[config.mk]
export PLATFORM = sky130hd
export DESIGN_NAME = mode_counter
export DESIGN_NICKNAME = d
export VERILOG_FILES = /design/src/rtl/mode_counter_pkg.sv /design/src/rtl/mode_counter_next.sv /design/src/rtl/mode_counter.sv
export SDC_FILE = /design/constraint.sdc
export NUM_CORES = 1
export LEC_CHECK = 0
export CAP_MARGIN = 10
export CELL_PAD_IN_SITES_DETAIL_PLACEMENT = 1
export CELL_PAD_IN_SITES_GLOBAL_PLACEMENT = 1
export CORE_ASPECT_RATIO = 0.9
export CORE_MARGIN = 5
export CORE_UTILIZATION = 38
export CTS_CLUSTER_DIAMETER = 80
export DETAILED_ROUTE_END_ITERATION = 8
export PLACE_DENSITY = 0.79
export SLEW_MARGIN = 15
export SYNTH_ARGS = -nofsm -noshare
export SYNTH_HDL_FRONTEND = slang
export SYNTH_SLANG_ARGS = --single-unit
[constraint.sdc]
create_clock -name CLK -period 4.7 [get_ports CLK]
set_input_delay 0.94 -clock CLK [delete_from_list [all_inputs] [get_ports CLK]]
set_output_delay 0.94 -clock CLK [all_outputs]
set_load 0.05 [all_outputs]
[src/rtl/mode_counter_pkg.sv]
// Shared types and helpers for the multi-mode counter.
package mode_counter_pkg;

  typedef enum logic [1:0] {
    ModeUp       = 2'd0,
    ModeDown     = 2'd1,
    ModePingPong = 2'd2,
    ModeJohnson  = 2'd3
  } mode_e;

  function automatic bit params_legal(int unsigned width, int unsigned modulus);
    return (width >= 2) && (width <= 16) && (modulus >= 2) && (modulus <= (32'd1 << width));
  endfunction

endpackage

[src/rtl/mode_counter_next.sv]
// Combinational step function: next count, next direction and wrap flag per mode.
module mode_counter_next
  import mode_counter_pkg::*;
#(
  parameter int unsigned WIDTH = 4,
  parameter int unsigned MOD   = 10
) (
  input  logic [WIDTH-1:0] cnt_i,
  input  logic             dir_i,
  input  logic [1:0]       mode_i,
  output logic [WIDTH-1:0] cnt_o,
  output logic             dir_o,
  output logic             wrap_o
);

  localparam logic [WIDTH-1:0] CntMax  = WIDTH'(MOD - 1);
  localparam logic [WIDTH-1:0] CntTurn = WIDTH'(MOD - 2);

  logic [31:0]      cnt_ext;
  logic             at_top;
  logic             above;
  logic             at_zero;
  logic [WIDTH-1:0] johnson_nxt;

  // Compare in 32 bits so MOD = 2^WIDTH works without overflow.
  assign cnt_ext     = 32'(cnt_i);
  assign at_top      = cnt_ext >= (MOD - 32'd1);
  assign above       = cnt_ext >= MOD;
  assign at_zero     = (cnt_i == '0);
  assign johnson_nxt = {cnt_i[WIDTH-2:0], ~cnt_i[WIDTH-1]};

  always_comb begin
    cnt_o  = cnt_i;
    dir_o  = dir_i;
    wrap_o = 1'b0;
    unique case (mode_e'(mode_i))
      ModeUp: begin
        if (at_top) begin
          cnt_o  = '0;
          wrap_o = 1'b1;
        end else begin
          cnt_o = cnt_i + WIDTH'(1);
        end
      end
      ModeDown: begin
        if (at_zero || above) begin
          cnt_o  = CntMax;
          wrap_o = 1'b1;
        end else begin
          cnt_o = cnt_i - WIDTH'(1);
        end
      end
      ModePingPong: begin
        if (!dir_i) begin
          if (at_top) begin
            cnt_o  = CntTurn;
            dir_o  = 1'b1;
            wrap_o = 1'b1;
          end else begin
            cnt_o = cnt_i + WIDTH'(1);
          end
        end else if (at_zero) begin
          cnt_o  = WIDTH'(1);
          dir_o  = 1'b0;
          wrap_o = 1'b1;
        end else if (above) begin
          // Recovery from a stale out-of-range value, not a turnaround.
          cnt_o = CntMax;
        end else begin
          cnt_o = cnt_i - WIDTH'(1);
        end
      end
      ModeJohnson: begin
        cnt_o  = johnson_nxt;
        wrap_o = (johnson_nxt == '0);
      end
      default: ;
    endcase
  end

endmodule

[src/rtl/mode_counter.sv]
// Multi-mode counter top: state registers, load/enable priority and load clamp.
module mode_counter
  import mode_counter_pkg::*;
#(
  parameter int unsigned WIDTH = 4,
  parameter int unsigned MOD   = 10
) (
  input  logic             CLK,
  input  logic             nRST,
  input  logic             EN,
  input  logic             LD,
  input  logic [WIDTH-1:0] D,
  input  logic [1:0]       MODE,
  output logic [WIDTH-1:0] CNT,
  output logic             TC,
  output logic             DIR
);

  if (!params_legal(WIDTH, MOD)) begin : g_param_check
    $error("mode_counter: WIDTH must be 2..16 and MOD 2..2^WIDTH");
  end

  localparam logic [WIDTH-1:0] CntMax = WIDTH'(MOD - 1);

  logic [WIDTH-1:0] cnt_q, cnt_d;
  logic             tc_q, tc_d;
  logic             dir_q, dir_d;
  logic [WIDTH-1:0] step_cnt;
  logic             step_dir;
  logic             step_wrap;
  logic [WIDTH-1:0] ld_val;

  mode_counter_next #(
    .WIDTH(WIDTH),
    .MOD  (MOD)
  ) u_next (
    .cnt_i (cnt_q),
    .dir_i (dir_q),
    .mode_i(MODE),
    .cnt_o (step_cnt),
    .dir_o (step_dir),
    .wrap_o(step_wrap)
  );

  // Johnson loads are raw patterns; modulus modes clamp into range.
  assign ld_val = ((mode_e'(MODE) != ModeJohnson) && (32'(D) > (MOD - 32'd1))) ? CntMax : D;

  always_comb begin
    cnt_d = cnt_q;
    dir_d = dir_q;
    tc_d  = 1'b0;
    if (LD) begin
      cnt_d = ld_val;
    end else if (EN) begin
      cnt_d = step_cnt;
      dir_d = step_dir;
      tc_d  = step_wrap;
    end
  end

  always_ff @(posedge CLK) begin
    if (!nRST) begin
      cnt_q <= '0;
      tc_q  <= 1'b0;
      dir_q <= 1'b0;
    end else begin
      cnt_q <= cnt_d;
      tc_q  <= tc_d;
      dir_q <= dir_d;
    end
  end

  assign CNT = cnt_q;
  assign TC  = tc_q;
  assign DIR = dir_q;

endmodule
==> qor.txt, run 1 <==
run status = finished, final reports clean
total internal power = 0.000119 W
post-route clock period utilization = 0.613
clock-pin slew reported for the worst setup and hold paths after clock tree synthesis = 50 ps
antenna cell count = 0
growth of design area from synthesis to finish = 24.2%
path type of the worst setup path = reg -> out
number of enable-type register cells in the synthesized netlist = 0
# nets final = 118
switching power summed over all nets = 0.0000804 W
share of layout cells above drive strength 1 = 0.118
required time of the worst setup path = 3760 ps
sum of overflow across all layers after global routing = 0
clock tree from TritonCTS = yes
Clock Tree Buf Depth = 2
buffers inserted during post-CTS setup optimization = 0
horizontal die dimension = 55.7 um
ordered cell list for the critical path = clkdlybuf4s50_1
max-slew violation total from the final report = 0
worst path setup slack after routing = 1820 ps
slowest stage cell on the critical path = sky130_fd_sc_hd__clkdlybuf4s50_1
hold buffer count at cts = 0
vias post-DR = 778
arrival time at the worst endpoint = 1940 ps
path type of the worst min-delay path = reg -> reg
unrepaired setup endpoints after global routing = no
DRC = 0
adder-cell area share of the yosys netlist = 0.0702
HPWL after DPL = 1630 um
Max-cap violations = 0
min cycle time layout = 2880 ps
vias in the first global route = 811
largest stage delay on the critical path = 930 ps
clock buffer count from CTS = 3
via/cell ratio = 6.17
number of antenna violations at the first check in global routing = 0
leakage dissipation = 0.313 nW
summed instance area of the synthesized netlist = 713 sq um
crit path launch type = register
Buf/Inv on CP = 1
count of state elements after synthesis = 6
final-report setup violation count = 0
wire length per cell after detailed routing = 17.7 um
power per cell area = 225 mW/mm^2
total track usage = 0.174
most common cell after layout, fill and taps aside = sky130_fd_sc_hd__clkdlybuf4s50_1
share of the yosys chip area belonging to registers = 0.168
setup slack at placement = 2090 ps
CP top delay family = buffers and inverters
clock skew after layout = 8.02 ps
transition time at the pin with the least slew margin = 670 ps
final hold violation count = 0
yosys synthesis warning count = 0
wire length of the first global-routing pass = 3860 um
register-to-register setup slack = 2640 ps
f_max = 0.347 GHz
pin count of the biggest net entering global routing = 16
async set-reset flop share out of synthesis = 0
cell type with the highest aggregate area in the netlist = sky130_fd_sc_hd__dfxtp_1
most frequent cells in the layout = sky130_fd_sc_hd__clkdlybuf4s50_1 (15), sky130_fd_sc_hd__dfxtp_1 (6), sky130_fd_sc_hd__inv_1 (6), sky130_fd_sc_hd__o21ai_0 (6), sky130_fd_sc_hd__nand2_1 (6)
Comb power frac = 0.413
clock latency on the worst-skew pair = 250 ps
total negative slack = 0 ps
count of different cell masters after synthesis = 40
die height = 51.1 um
post-synthesis share of cell area spent on and, or, nand and nor gates = 0.270
number of gates resized after cts = 0
total of buffers placed on input and output ports = 15
initial core utilization = 0.411
CTS Root Buffer Type = sky130_fd_sc_hd__clkbuf_4
main combinational cell family by area after synthesis = compound AO/OA/AOI/OAI gates
CP Max Fanout = 15
xor/xnor cell area share of the yosys netlist = 0.0368
die footprint = 0.00284 sq mm
First DRT Iteration DRCs = 14
top cells by area, synth = sky130_fd_sc_hd__dfxtp_1 (17%), sky130_fd_sc_hd__ha_1 (7.0%), sky130_fd_sc_hd__o21ai_0 (4.2%)
Clock Sink Count = 6
area share of the largest cell type after synthesis = 0.168
Reg power frac = 0.330
number of standard cells after synthesis = 89
Clock H-tree levels = 1
count of fill cells added during filler insertion = 212
IO Pins = 16
Setup crit end kind = primary output
Main synth FF type = sky130_fd_sc_hd__dfxtp_1
Avg Inst Size Synth = 8.01 sq um
remaining antenna violation count = 0
proportion of power drawn by the clock network = 0.257
total detailed-routing wirelength = 2230 um
net switching share of the total power = 0.404
number of detailed-route iterations in the first pass = 4
nets in the synthesized netlist = 103
final weighted congestion in routability-driven placement = 0.823
multiplexer area fraction after synthesis = 0
number of placement rows = 14
VDD IR-drop max = 0.120 mV
Synth Area in Compound Gates = 0.381
worst max-slew margin expressed relative to the limit = 0.553
placeable core area = 0.00173 sq mm
[power by group through the flow]
stage | sequential [W] | clock (W) | combinational (W)
after floorplan | 0.0000706 | 0 | 0.0000497
after global placement | 0.0000666 | 0 | 0.0000802
after detailed placement | 0.0000667 | 0 | 0.0000816
after CTS | 0.0000657 | 0.0000522 | 0.0000821
after global routing | 0.0000669 | 0.0000538 | 0.0000886
final | 0.0000657 | 0.0000511 | 0.0000822
[registers in the layout, indices dropped and copies added (netlist names)]
name  count
TC        1
CNT       4
DIR       1
[cell families (layout without fill, tap and decap cells)]
kind of cell    count (synthesis)  in the layout
compound gates                 34             34
simple gates                   31             31
buf+inv                        11             24
flops                           6              6
fa+ha+maj                       4              4
xor+xnor                        3              3
[routing by layer]
metal / GRT usage / up-vias / wire (um)
li1: - / 372 / -
met4: 0.126 / 0 / 70
met5: 0 / - / 0
met3: 0.0504 / 9 / 135
met2: 0.248 / 33 / 990
met1: 0.223 / 364 / 1040
[synth_stat cells, types with 2 or more instances]
cell / n
sky130_fd_sc_hd__nand4_1: 3
sky130_fd_sc_hd__o2111ai_1: 2
sky130_fd_sc_hd__nand2_1: 6
sky130_fd_sc_hd__nor3_1: 4
sky130_fd_sc_hd__a211oi_1: 2
sky130_fd_sc_hd__dfxtp_1: 6
sky130_fd_sc_hd__o21ai_0: 6
sky130_fd_sc_hd__buf_2: 3
sky130_fd_sc_hd__inv_1: 6
sky130_fd_sc_hd__o211ai_1: 2
sky130_fd_sc_hd__and3_1: 2
sky130_fd_sc_hd__ha_1: 4
sky130_fd_sc_hd__xnor2_1: 2
sky130_fd_sc_hd__a21oi_1: 5
sky130_fd_sc_hd__buf_4: 2
sky130_fd_sc_hd__o21ai_2: 2
sky130_fd_sc_hd__nand3b_1: 3
sky130_fd_sc_hd__nand2b_1: 2
sky130_fd_sc_hd__a31oi_1: 2
sky130_fd_sc_hd__nand3_1: 2
sky130_fd_sc_hd__nor2_1: 4
[layout make-up]
cell class	count	area (sq um)	share of cell area
Timing Repair Buffer	15	150	0.169
Multi-Input combinational cell	72	541	0.610
Tap cell	24	30.0	0.0339
Sequential cell	6	120	0.136
Inverter	6	22.5	0.0254
Clock buffer	3	22.5	0.0254
[path summary, 6_finish.rpt]
check,endpoint,startpoint,depth (start not counted)
setup / recovery,CNT[3],CNT[3],1
hold / removal,CNT[0],CNT[0],2
setup reg to reg,TC,CNT[0],6
hold reg to reg,CNT[0],CNT[0],2
[metrics by stage]
step                      total power, W  area [sq um]  hold slack, ps  std cells   util
final                           0.000199           886             726        126  0.511
after global routing            0.000209           886             766        126  0.511
after CTS                       0.000200           886             732        126  0.511
after detailed placement        0.000148           863             720        123  0.498
after global placement          0.000147           863             717        123  0.498
after floorplan                 0.000120           713             811         89      -
(Power assumes the default switching activity.)
==> inputs of run 2 (changes only) <==
CORE_UTILIZATION = 32   (was 38)
PLACE_DENSITY = 0.71   (was 0.79)
clock period = 2.5 ns   (was 4.7 ns; I/O delays follow)
==> run 2 against run 1 <==
  * Non-clock buffer count grew 4
  * Highest routed layer unchanged
  * Power increased by 92%
  * Combinational power rose by 110%
  * Clock-buffer cell count unchanged
  * Sequential cell count is the same
==> qor.txt, run 2 (synthesis gave the netlist of run 1 again) <==
final weighted congestion in routability-driven placement = 0.778
CTS Root Buffer Type = sky130_fd_sc_hd__clkbuf_4
wire length of the first global-routing pass = 3570 um
clock latency on the worst-skew pair = 260 ps
Clock Sink Count = 6
required time of the worst setup path = 2000 ps
number of antenna violations at the first check in global routing = 0
buffers inserted during post-CTS setup optimization = 0
f_max = 0.453 GHz
run status = finished, final reports clean
pin count of the biggest net entering global routing = 16
Setup crit end kind = primary output
min cycle time layout = 2210 ps
die height = 54.8 um
path type of the worst min-delay path = reg -> reg
CP Max Fanout = 11
path type of the worst setup path = reg -> out
hold buffer count at cts = 0
antenna cell count = 0
unrepaired setup endpoints after global routing = no
slowest stage cell on the critical path = sky130_fd_sc_hd__clkdlybuf4s50_1
power per cell area = 415 mW/mm^2
vias post-DR = 757
clock-pin slew reported for the worst setup and hold paths after clock tree synthesis = 60 ps
number of detailed-route iterations in the first pass = 4
ordered cell list for the critical path = clkdlybuf4s50_1
most frequent cells in the layout = sky130_fd_sc_hd__clkdlybuf4s50_1 (15), sky130_fd_sc_hd__dfxtp_1 (6), sky130_fd_sc_hd__inv_1 (6), sky130_fd_sc_hd__o21ai_0 (6), sky130_fd_sc_hd__nand2_1 (6)
number of placement rows = 16
placeable core area = 0.00216 sq mm
total negative slack = 0 ps
post-route clock period utilization = 0.883
count of fill cells added during filler insertion = 278
transition time at the pin with the least slew margin = 554 ps
crit path launch type = register
sum of overflow across all layers after global routing = 0
die footprint = 0.00327 sq mm
final-report setup violation count = 0
number of gates resized after cts = 0
growth of design area from synthesis to finish = 28.9%
clock skew after layout = 9.06 ps
# nets final = 122
final standard cell utilization of the core = 0.425
worst max-slew margin expressed relative to the limit = 0.630
arrival time at the worst endpoint = 1710 ps
First DRT Iteration DRCs = 31
initial core utilization = 0.330
total track usage = 0.151
Clock H-tree levels = 1
total of buffers placed on input and output ports = 15
Max-cap violations = 0
max-slew violation total from the final report = 0
remaining antenna violation count = 0
clock buffer count from CTS = 3
flip-flop count of the largest register, all copies and words added = 4
leakage dissipation = 0.334 nW
IO Pins = 16
final instance count without filler cells = 133
horizontal die dimension = 59.8 um
VDD IR-drop max = 0.200 mV
final hold violation count = 0
vias in the first global route = 774
DRC = 0
via/cell ratio = 5.69
wire length per cell after detailed routing = 16.1 um
HPWL after DPL = 1650 um
largest stage delay on the critical path = 880 ps
share of layout cells above drive strength 1 = 0.151
Clock Tree Buf Depth = 2
CP top delay family = buffers and inverters
Buf/Inv on CP = 1
total instance count after detailed placement = 130
total detailed-routing wirelength = 2150 um
most common cell after layout, fill and taps aside = sky130_fd_sc_hd__clkdlybuf4s50_1
clock tree from TritonCTS = yes
-- run 2: final cells by class --
| cell class | instances | area, sq um | area share |
|---|---|---|---|
| multi-input cells | 72 | 541 | 0.588 |
| repair buffers | 19 | 180 | 0.196 |
| flip-flops and latches | 6 | 120 | 0.131 |
| well taps | 27 | 33.8 | 0.0367 |
| clock buffers | 3 | 22.5 | 0.0245 |
| inverters | 6 | 22.5 | 0.0245 |
-- run 2: metal layers --
metal  GRT usage  vias to the layer above  routed length, um
met5           0                        -                  0
met4      0.0664                        0                 39
met3      0.0307                        4                111
met2       0.243                       22               1010
met1       0.194                      351                986
li1            -                      380                  -
-- run 2: per-stage QoR --
step	worst slack [ps]	total power [W]	hold slack [ps]	area, sq um
detailed placement	376	0.000283	686	897
global route	208	0.000409	754	920
finish	293	0.000381	693	920
CTS	278	0.000387	696	920
global placement	379	0.000281	677	897
floorplan	443	0.000226	629	713
-- run 2: power breakdown --
part | internal (W) | leakage [nW] | switching (W)
Combinational | 0.0000712 | 0.271 | 0.000101
Sequential | 0.000102 | 0.0493 | 0.00000710
Clock | 0.0000550 | 0.0138 | 0.0000455
-- run 2: final timing paths --
path                             start  endpoint  slack (ps)  cells after the start
worst min register to register  CNT[0]    CNT[0]         690                      2
worst min-delay path            CNT[0]    CNT[0]         690                      2
worst max-delay path            CNT[0]    CNT[0]         290                      1
worst max register to register  CNT[0]        TC         480                      6
